### config.mk
export PLATFORM = sky130hd
export DESIGN_NAME = pe_conv_sched
export DESIGN_NICKNAME = d
export VERILOG_FILES = /design/src/rtl/pe_conv_sched.sv
export SDC_FILE = /design/constraint.sdc
export NUM_CORES = 1
export LEC_CHECK = 0
export BUFFER_PORTS_ARGS = -buffer_cell sky130_fd_sc_hd__clkbuf_2
export CAP_MARGIN = 20
export CORE_MARGIN = 1.5
export CORE_UTILIZATION = 58
export DETAILED_ROUTE_END_ITERATION = 8
export GPL_TIMING_DRIVEN = 0
export PLACE_DENSITY = 0.95
export SLEW_MARGIN = 20
export SYNTH_ARGS = -nofsm -noshare
export SYNTH_HDL_FRONTEND = slang
export SYNTH_SLANG_ARGS = --single-unit
### constraint.sdc
create_clock -name clk -period 10.7 [get_ports clk]
set_clock_uncertainty 0.2 [all_clocks]
set_input_delay 0.535 -clock clk [delete_from_list [all_inputs] [get_ports clk]]
set_output_delay 0.535 -clock clk [all_outputs]
set_load 0.005 [all_outputs]
### src/rtl/pe_conv_sched.sv
// rtl/pe_conv_sched.sv - single-PE scheduler for a 4x4 by 3x3 valid convolution (2x2 results)
// Optional PE_SCHED_CYCLE_CNT_EN adds a run_cycles output reporting busy cycles of the last run.
module pe_conv_sched #(
    parameter int DW    = 8,
    parameter int ACC_W = 8
) (
    input  logic               clk,
    input  logic               rst,
    input  logic               start,
    input  logic [16*DW-1:0]   a_flat,
    input  logic [9*DW-1:0]    b_flat,
    input  logic [ACC_W-1:0]   pe_out,
    output logic               pe_clear,
    output logic [DW-1:0]      pe_din,
    output logic [DW-1:0]      pe_win,
    output logic               busy,
    output logic               done,
    output logic [ACC_W-1:0]   c00,
    output logic [ACC_W-1:0]   c01,
    output logic [ACC_W-1:0]   c10,
    output logic [ACC_W-1:0]   c11
`ifdef PE_SCHED_CYCLE_CNT_EN
    ,
    output logic [7:0]         run_cycles
`endif
);

    typedef enum logic [2:0] {
        S_IDLE,
        S_CLEAR,
        S_MAC,
        S_CAPTURE,
        S_DONE
    } state_t;

    state_t              state_q, state_d;
    logic [1:0]          w_q;
    logic [3:0]          k_q;
    logic [16*DW-1:0]    a_q;
    logic [9*DW-1:0]     b_q;

    logic [1:0]          tap_i;
    logic [3:0]          tap_j;
    logic [3:0]          a_idx;

    always_ff @(posedge clk) begin
        if (rst) begin
            state_q <= S_IDLE;
        end else begin
            state_q <= state_d;
        end
    end

    always_comb begin
        state_d = state_q;
        case (state_q)
            S_IDLE:    if (start) state_d = S_CLEAR;
            S_CLEAR:   state_d = S_MAC;
            S_MAC:     if (k_q == 4'd8) state_d = S_CAPTURE;
            S_CAPTURE: state_d = (w_q == 2'd3) ? S_DONE : S_MAC;
            S_DONE:    state_d = S_IDLE;
            default:   state_d = S_IDLE;
        endcase
    end

    // Tap k maps to kernel row/col; window w picks the top-left corner in a.
    always_comb begin
        tap_i = (k_q >= 4'd6) ? 2'd2 : ((k_q >= 4'd3) ? 2'd1 : 2'd0);
        tap_j = k_q - {1'b0, tap_i, 1'b0} - {2'b00, tap_i};
        a_idx = {1'b0, w_q[1], 2'b00} + {3'b000, w_q[0]} + {tap_i, 2'b00} + tap_j;
    end

    always_comb begin
        pe_clear = 1'b1;
        pe_din   = '0;
        pe_win   = '0;
        busy     = 1'b0;
        done     = 1'b0;
        case (state_q)
            S_CLEAR, S_CAPTURE: busy = 1'b1;
            S_MAC: begin
                busy     = 1'b1;
                pe_clear = 1'b0;
                pe_din   = a_q[a_idx*DW +: DW];
                pe_win   = b_q[k_q*DW +: DW];
            end
            S_DONE: done = 1'b1;
            default: ;
        endcase
    end

    always_ff @(posedge clk) begin
        if (rst) begin
            w_q <= '0;
            k_q <= '0;
            a_q <= '0;
            b_q <= '0;
            c00 <= '0;
            c01 <= '0;
            c10 <= '0;
            c11 <= '0;
        end else begin
            case (state_q)
                S_IDLE: begin
                    if (start) begin
                        a_q <= a_flat;
                        b_q <= b_flat;
                    end
                end
                S_CLEAR: begin
                    w_q <= '0;
                    k_q <= '0;
                end
                S_MAC: begin
                    k_q <= (k_q == 4'd8) ? 4'd0 : k_q + 4'd1;
                end
                S_CAPTURE: begin
                    case (w_q)
                        2'd0: c00 <= pe_out;
                        2'd1: c01 <= pe_out;
                        2'd2: c10 <= pe_out;
                        default: c11 <= pe_out;
                    endcase
                    w_q <= w_q + 2'd1;
                    k_q <= '0;
                end
                default: ;
            endcase
        end
    end

`ifdef PE_SCHED_CYCLE_CNT_EN
    logic [7:0] cyc_q;

    always_ff @(posedge clk) begin
        if (rst) begin
            cyc_q      <= '0;
            run_cycles <= '0;
        end else begin
            if (state_q == S_IDLE && start) begin
                cyc_q <= '0;
            end else if (busy) begin
                cyc_q <= cyc_q + 8'd1;
            end
            if (state_q == S_DONE) begin
                run_cycles <= cyc_q;
            end
        end
    end
`endif

endmodule

# --- Word-level counts from Yosys, hierarchy flattened ---
# Index checks and enable logic that the tools add are counted.
word_totals:
  out_inout_bits: 51
  reg_bits: 241
  input_bits: 211
  wordCells: 58
op_classes:
  eq_ne: 10
  reduce_logical: 13
  bitwise_logic: 1
  addsub: 7
  shifts: 2
  n_mux: 14
  magnitude_cmp: 2
op_table:
  columns: ["operator", "count"]
  rows:
  - ["$shiftx A128 B8 Y8", 1]
  - ["$shiftx A72 B8 Y8", 1]
  - ["$mux W8", 2]
  - ["$pmux W3 S4", 1]
  - ["$reduce_and A2 Y1", 6]
  - ["$mux W3", 3]
  - ["$add A4 B4 Y4", 2]
  - ["$pmux W4 S2", 1]
  - ["$eq A3 B2 Y1 const B", 2]
  - ["$reduce_or A3 Y1", 2]
  - ["$add A3 B1 Y4", 1]
  - ["$add A4 B1 Y4 const B", 1]
  - ["$eq A2 B2 Y1 const B", 2]
  - ["$eq A4 B4 Y1 const B", 1]
  - ["$ge A4 B2 Y1 const B", 1]
  - ["$ge A4 B3 Y1 const B", 1]
  - ["$mux W1", 4]
  - ["$mux W4", 1]
  - ["$ne A2 B2 Y1 const B", 2]
  - ["$pmux W2 S2", 1]
  - ["$reduce_bool A2 Y1", 2]
  - ["$sub A4 B2 Y4", 1]
  - ["$sub A4 B3 Y4", 1]
  - ["$eq A3 B1 Y1 const B", 1]
  - ["other kinds (8)", 8]

# --- Logic depth before layout (Yosys ltp) ---
logic_depth:
  word_depth: 8
  depth_mapped: 18
  depth_no_buf: 14

# --- Worst setup path after synthesis ---
# OpenSTA, ideal clock, no wires.
synth_timing:
  path_kind: "flip-flop to output port"
  start: "register k_q[0]"
  end: "output port pe_din[6]"
  path_stages_with_launch: 19
  required_ps: 9965
  arrival_ps: 3700
  n_path_buf: 4
  setup_slack_ps: 6265
  cell_sequence: "dfxtp_1 -> buf_4 -> buf_12 -> inv_1 -> ha_1 -> o21ai_0 -> nand2b_1 -> nor2_1 -> ha_1 -> inv_1 -> fa_1 -> fa_1 -> ha_1 -> and2_1 -> clkbuf_1 -> buf_2 -> a22oi_1 -> nand3_1 -> mux2i_1"
synth_via:
  elab_chain_cells: 8
  word_cells_on_any_way: 10
  cone_classes: "4 x add/sub; 2 x order compare; 1 x shift; 3 x mux"
synth_lines:
  columns: ["element", "line_no", "rtl"]
  rows:
  - ["start: declaration", "38", "logic [3:0] k_q;"]
  - ["start signal: assignment", "115", "k_q <= (k_q == 4'd8) ? 4'd0 : k_q + 4'd1;"]
  - ["$ge A4 B2 Y1", "68", "tap_i = (k_q >= 4'd6) ? 2'd2 : ((k_q >= 4'd3) ? 2'd1 : 2'd0);"]
  - ["$mux W1", "68", null]
  - ["$mux W2", "68", null]
  - ["$sub A4 B3 Y4", "69", "tap_j = k_q - {1'b0, tap_i, 1'b0} - {2'b00, tap_i};"]
  - ["$sub A4 B2 Y4", "69", null]
  - ["$add A4 B4 Y4 (*)", "70", "a_idx = {1'b0, w_q[1], 2'b00} + {3'b000, w_q[0]} + {tap_i, 2'b00} + tap_j;"]
  - ["$shiftx A128 B8 Y8 (*)", "84", "pe_din = a_q[a_idx*DW +: DW];"]
  - ["$mux W8 (*)", "79", "case (state_q)"]
  - ["end: declaration", "14", "output logic [DW-1:0] pe_din,"]
# Mark *: on every way between the ends. The rest lies on a longest branch, timed or not.

# --- Worst setup path in the final report ---
layout_timing:
  start: "register k_q[0]"
  end: "output port pe_din[5]"
# Same word-level chain as after synthesis.

==> flow_summary.json <==
{
  "status": "completed",
  "die_w_um": 138,
  "cts_hold_buf": 0,
  "cp_top_family": "adder cells",
  "synthTopCellsByArea": "dfxtp_1, nand2_1, a21oi_1",
  "core_area_sq_mm": 0.0179,
  "hold_viol": 0,
  "slew-limit-headroom_pct": 61.9,
  "port_buffers": 260,
  "critical-path-max-stage-delay_ns": 0.49,
  "async_flop_share_pct": 0,
  "die_h_um": 138,
  "n_fill_cell": 1245,
  "synth_mux_area_share_pct": 11.1,
  "total_leakage_power_nw": 5.32,
  "p_per_area_mw_per_mm2": 171,
  "ios": 262,
  "r2r_slack_ns": 8.43,
  "ys_types": 41,
  "first_pass_iters": 6,
  "yosys_warnings": 0,
  "synth_top_family_by_area": "simple AND/OR/NAND/NOR gates",
  "synth-edff-count": 0,
  "crit_chain": "buf_4 > buf_12 > inv_1 > ha_1 > o21ai_0 > nand2b_1 > nor2_1 > ha_1 > inv_1 > fa_1 > fa_1 > ha_1 > nor2_1 > clkbuf_1 > a22oi_1 > nand3_1 > mux2i_1 > clkbuf_2",
  "area_growth_pct": 22.5,
  "crit_type": "flop to output port",
  "rows": 49,
  "hold_slack_ns": 0.0379,
  "syn_avg_cell_area_sq_um": 8.26,
  "cp_max_fo": 10,
  "crit_required_ns": 9.97,
  "antenna_found_initial": 1,
  "routed_via_density": 5.73,
  "maxCapViolations": 0,
  "nets": 1794,
  "ant_nets": 0,
  "ys_ff_latch": 241,
  "cts_buffers": 24,
  "wl_um": 31500,
  "first_global_vias": 10100,
  "start_util_pct": 59.1,
  "setup_viol": 0,
  "syn_inst": 1281,
  "track_usage_pct": 32.1,
  "cp_num_buf_inv": 6,
  "final_area_sq_mm": 0.0130,
  "cts_sinks": 241,
  "dp_slack_ns": 5.50,
  "via_count": 10400,
  "synthFlopType": "dfxtp_1",
  "setup_tns_ns": 0,
  "slew_violations": 0,
  "dpl.hpwl_um": 23500,
  "root_buffer": "clkbuf_16",
  "postLayoutSetupSlackWorst_ns": 4.87,
  "clk_pin_slew_ns": 0.06,
  "peakVddDrop_uv": 126,
  "synth_top_cell_by_area": "dfxtp_1",
  "period_minus_slack_ns": 5.83,
  "place_congestion": 0.955,
  "grt.overflow.total": 0,
  "syn_area_sq_mm": 0.0106,
  "synthAdderAreaFrac_pct": 2.10,
  "max_freq_mhz": 172,
  "post_cts.repair.setup_buffers": 0,
  "critPathLaunchType": "flop",
  "grt_pass1_wl_um": 49700,
  "clockBufferDepth": 3,
  "cp-end-kind": "output port",
  "grt_max_degree": 14,
  "tritoncts": "done",
  "wl_per_cell_um": 17.4,
  "netlist.area_leader.share_pct": 45.6,
  "drive_gt1_share_pct": 24.6,
  "power_w": 0.00222,
  "synthXorXnorAreaFrac_pct": 0.721,
  "crit_path_frequent_cell": "ha_1",
  "cp.arrival_ns": 5.09,
  "drc": 0,
  "rsz0062_at_grt": "no",
  "cts_resized": 0,
  "drt_iter0_drc": 913,
  "syn-num-nets": 1508,
  "htree_levels": 1,
  "hp-class": "primary input to flop",
  "synth_compound_area_share_pct": 14.6,
  "die_area_sq_mm": 0.0191,
  "placed_area_sq_mm": 0.0122,
  "yosys.area_share.simple_pct": 19.5,
  "slowest_stage": "fa_1",
  "ys_seq_area_share_pct": 45.6,
  "worst_slew_pin_slew_ns": 0.571,
  "clk-insertion-delay-late_ns": 0.51,
  "finalCritPeriodShare_pct": 54.5
}
[sequential cells by signal, indices dropped and copies added, names as in the netlist]
signal and count:
a_q 128, b_q 72, c00 8, c01 8
c10 8, c11 8, k_q 4, state_q 3
w_q 2
[report_power, final]
| group | switching (W) | leakage (nW) | internal (W) |
|---|---|---|---|
| clock network | 0.000342 | 0.390 | 0.000506 |
| registers | 0.0000396 | 1.97 | 0.000963 |
| logic | 0.000220 | 2.96 | 0.000152 |
| total | 0.000602 | 5.32 | 0.00162 |
[Yosys cell counts, types with 2 or more instances]
cell type and count:
a21oi_1 235, clkbuf_1 30, buf_6 12, inv_1 10, nor2_1 10, and2_1 7, clkbuf_8 2, mux2i_1 81
nand3_1 17, buf_4 20, nand2b_1 3, nand2_1 479, a22oi_1 33, fa_1 3, ha_1 13, nor2b_1 2
dfxtp_1 241, xnor2_2 3, buf_2 32, nor3_1 2, o21ai_1 9, mux4_2 16, a311oi_1 3
[worst reg2reg max path, delay by kind of cell (launching register included)]
family	cells	cell delay, ns
buffers and inverters	3	0.64
AO/OA/AOI/OAI	3	0.62
flip-flops	1	0.49
adder cells (fa/ha/maj)	1	0.23
[through the flow]
stage	utilization, %	cells
floorplan	-	1281
global placement	68.0	1770
detailed placement	68.0	1770
CTS	72.4	1810
global route	72.4	1811
finish	72.4	1811
[layout by cell type, fill, tap and decap left out, types with 9 or more instances in the layout]
master     count
nand2_1      479
clkbuf_1      35
clkbuf_16     25
nor2_1        10
clkbuf_2     260
o21ai_1        9
a22oi_1       33
mux4_2        16
nand3_1       17
a21oi_1      235
buf_4         20
mux2i_1       81
buf_2         32
inv_1         10
buf_6         12
dfxtp_1      241
ha_1          13
[cells by family (layout without fill, tap and decap cells)]
logic type / Yosys count / in the layout
AOI/OAI and AO/OA: 285 / 285
xor gates and xnor gates: 4 / 4
adders and majority gates: 16 / 16
buffers and inverters: 110 / 410
DFF: 241 / 241
muxes: 97 / 97
other: 1 / 2
and+or+nand+nor: 527 / 527
[per-layer routing]
layer,wire length (um),GRT usage [%],share of wire [%]
met1,12000,39.6,38
met2,14800,53.4,47
met3,2880,6.06,9.2
met4,1770,17.2,5.6
met5,0,0,0
[path summary, 6_finish.rpt]
| kind | depth (start not counted) | end | startpoint |
|---|---|---|---|
| max | 18 | pe_din[5] | k_q[0] |
| max reg2reg | 7 | k_q[3] | k_q[1] |
| min | 3 | b_q[1] | b_flat[1] |
| min reg2reg | 2 | c00[4] | c00[4] |
[layout make-up]
cell class,count,area [sq um],share of cell area (%)
Timing Repair Buffer,260,1300,10.0
Buffer,99,628,4.85
Clock inverter,5,75.1,0.579
Sequential cell,241,4820,37.2
Multi-Input combinational cell,930,5090,39.3
Tap cell,229,287,2.21
Antenna cell,1,2.50,0.0193
Clock buffer,35,713,5.50
Inverter,11,41.3,0.319
No activity file was read; power rests on OpenSTA's default activity.
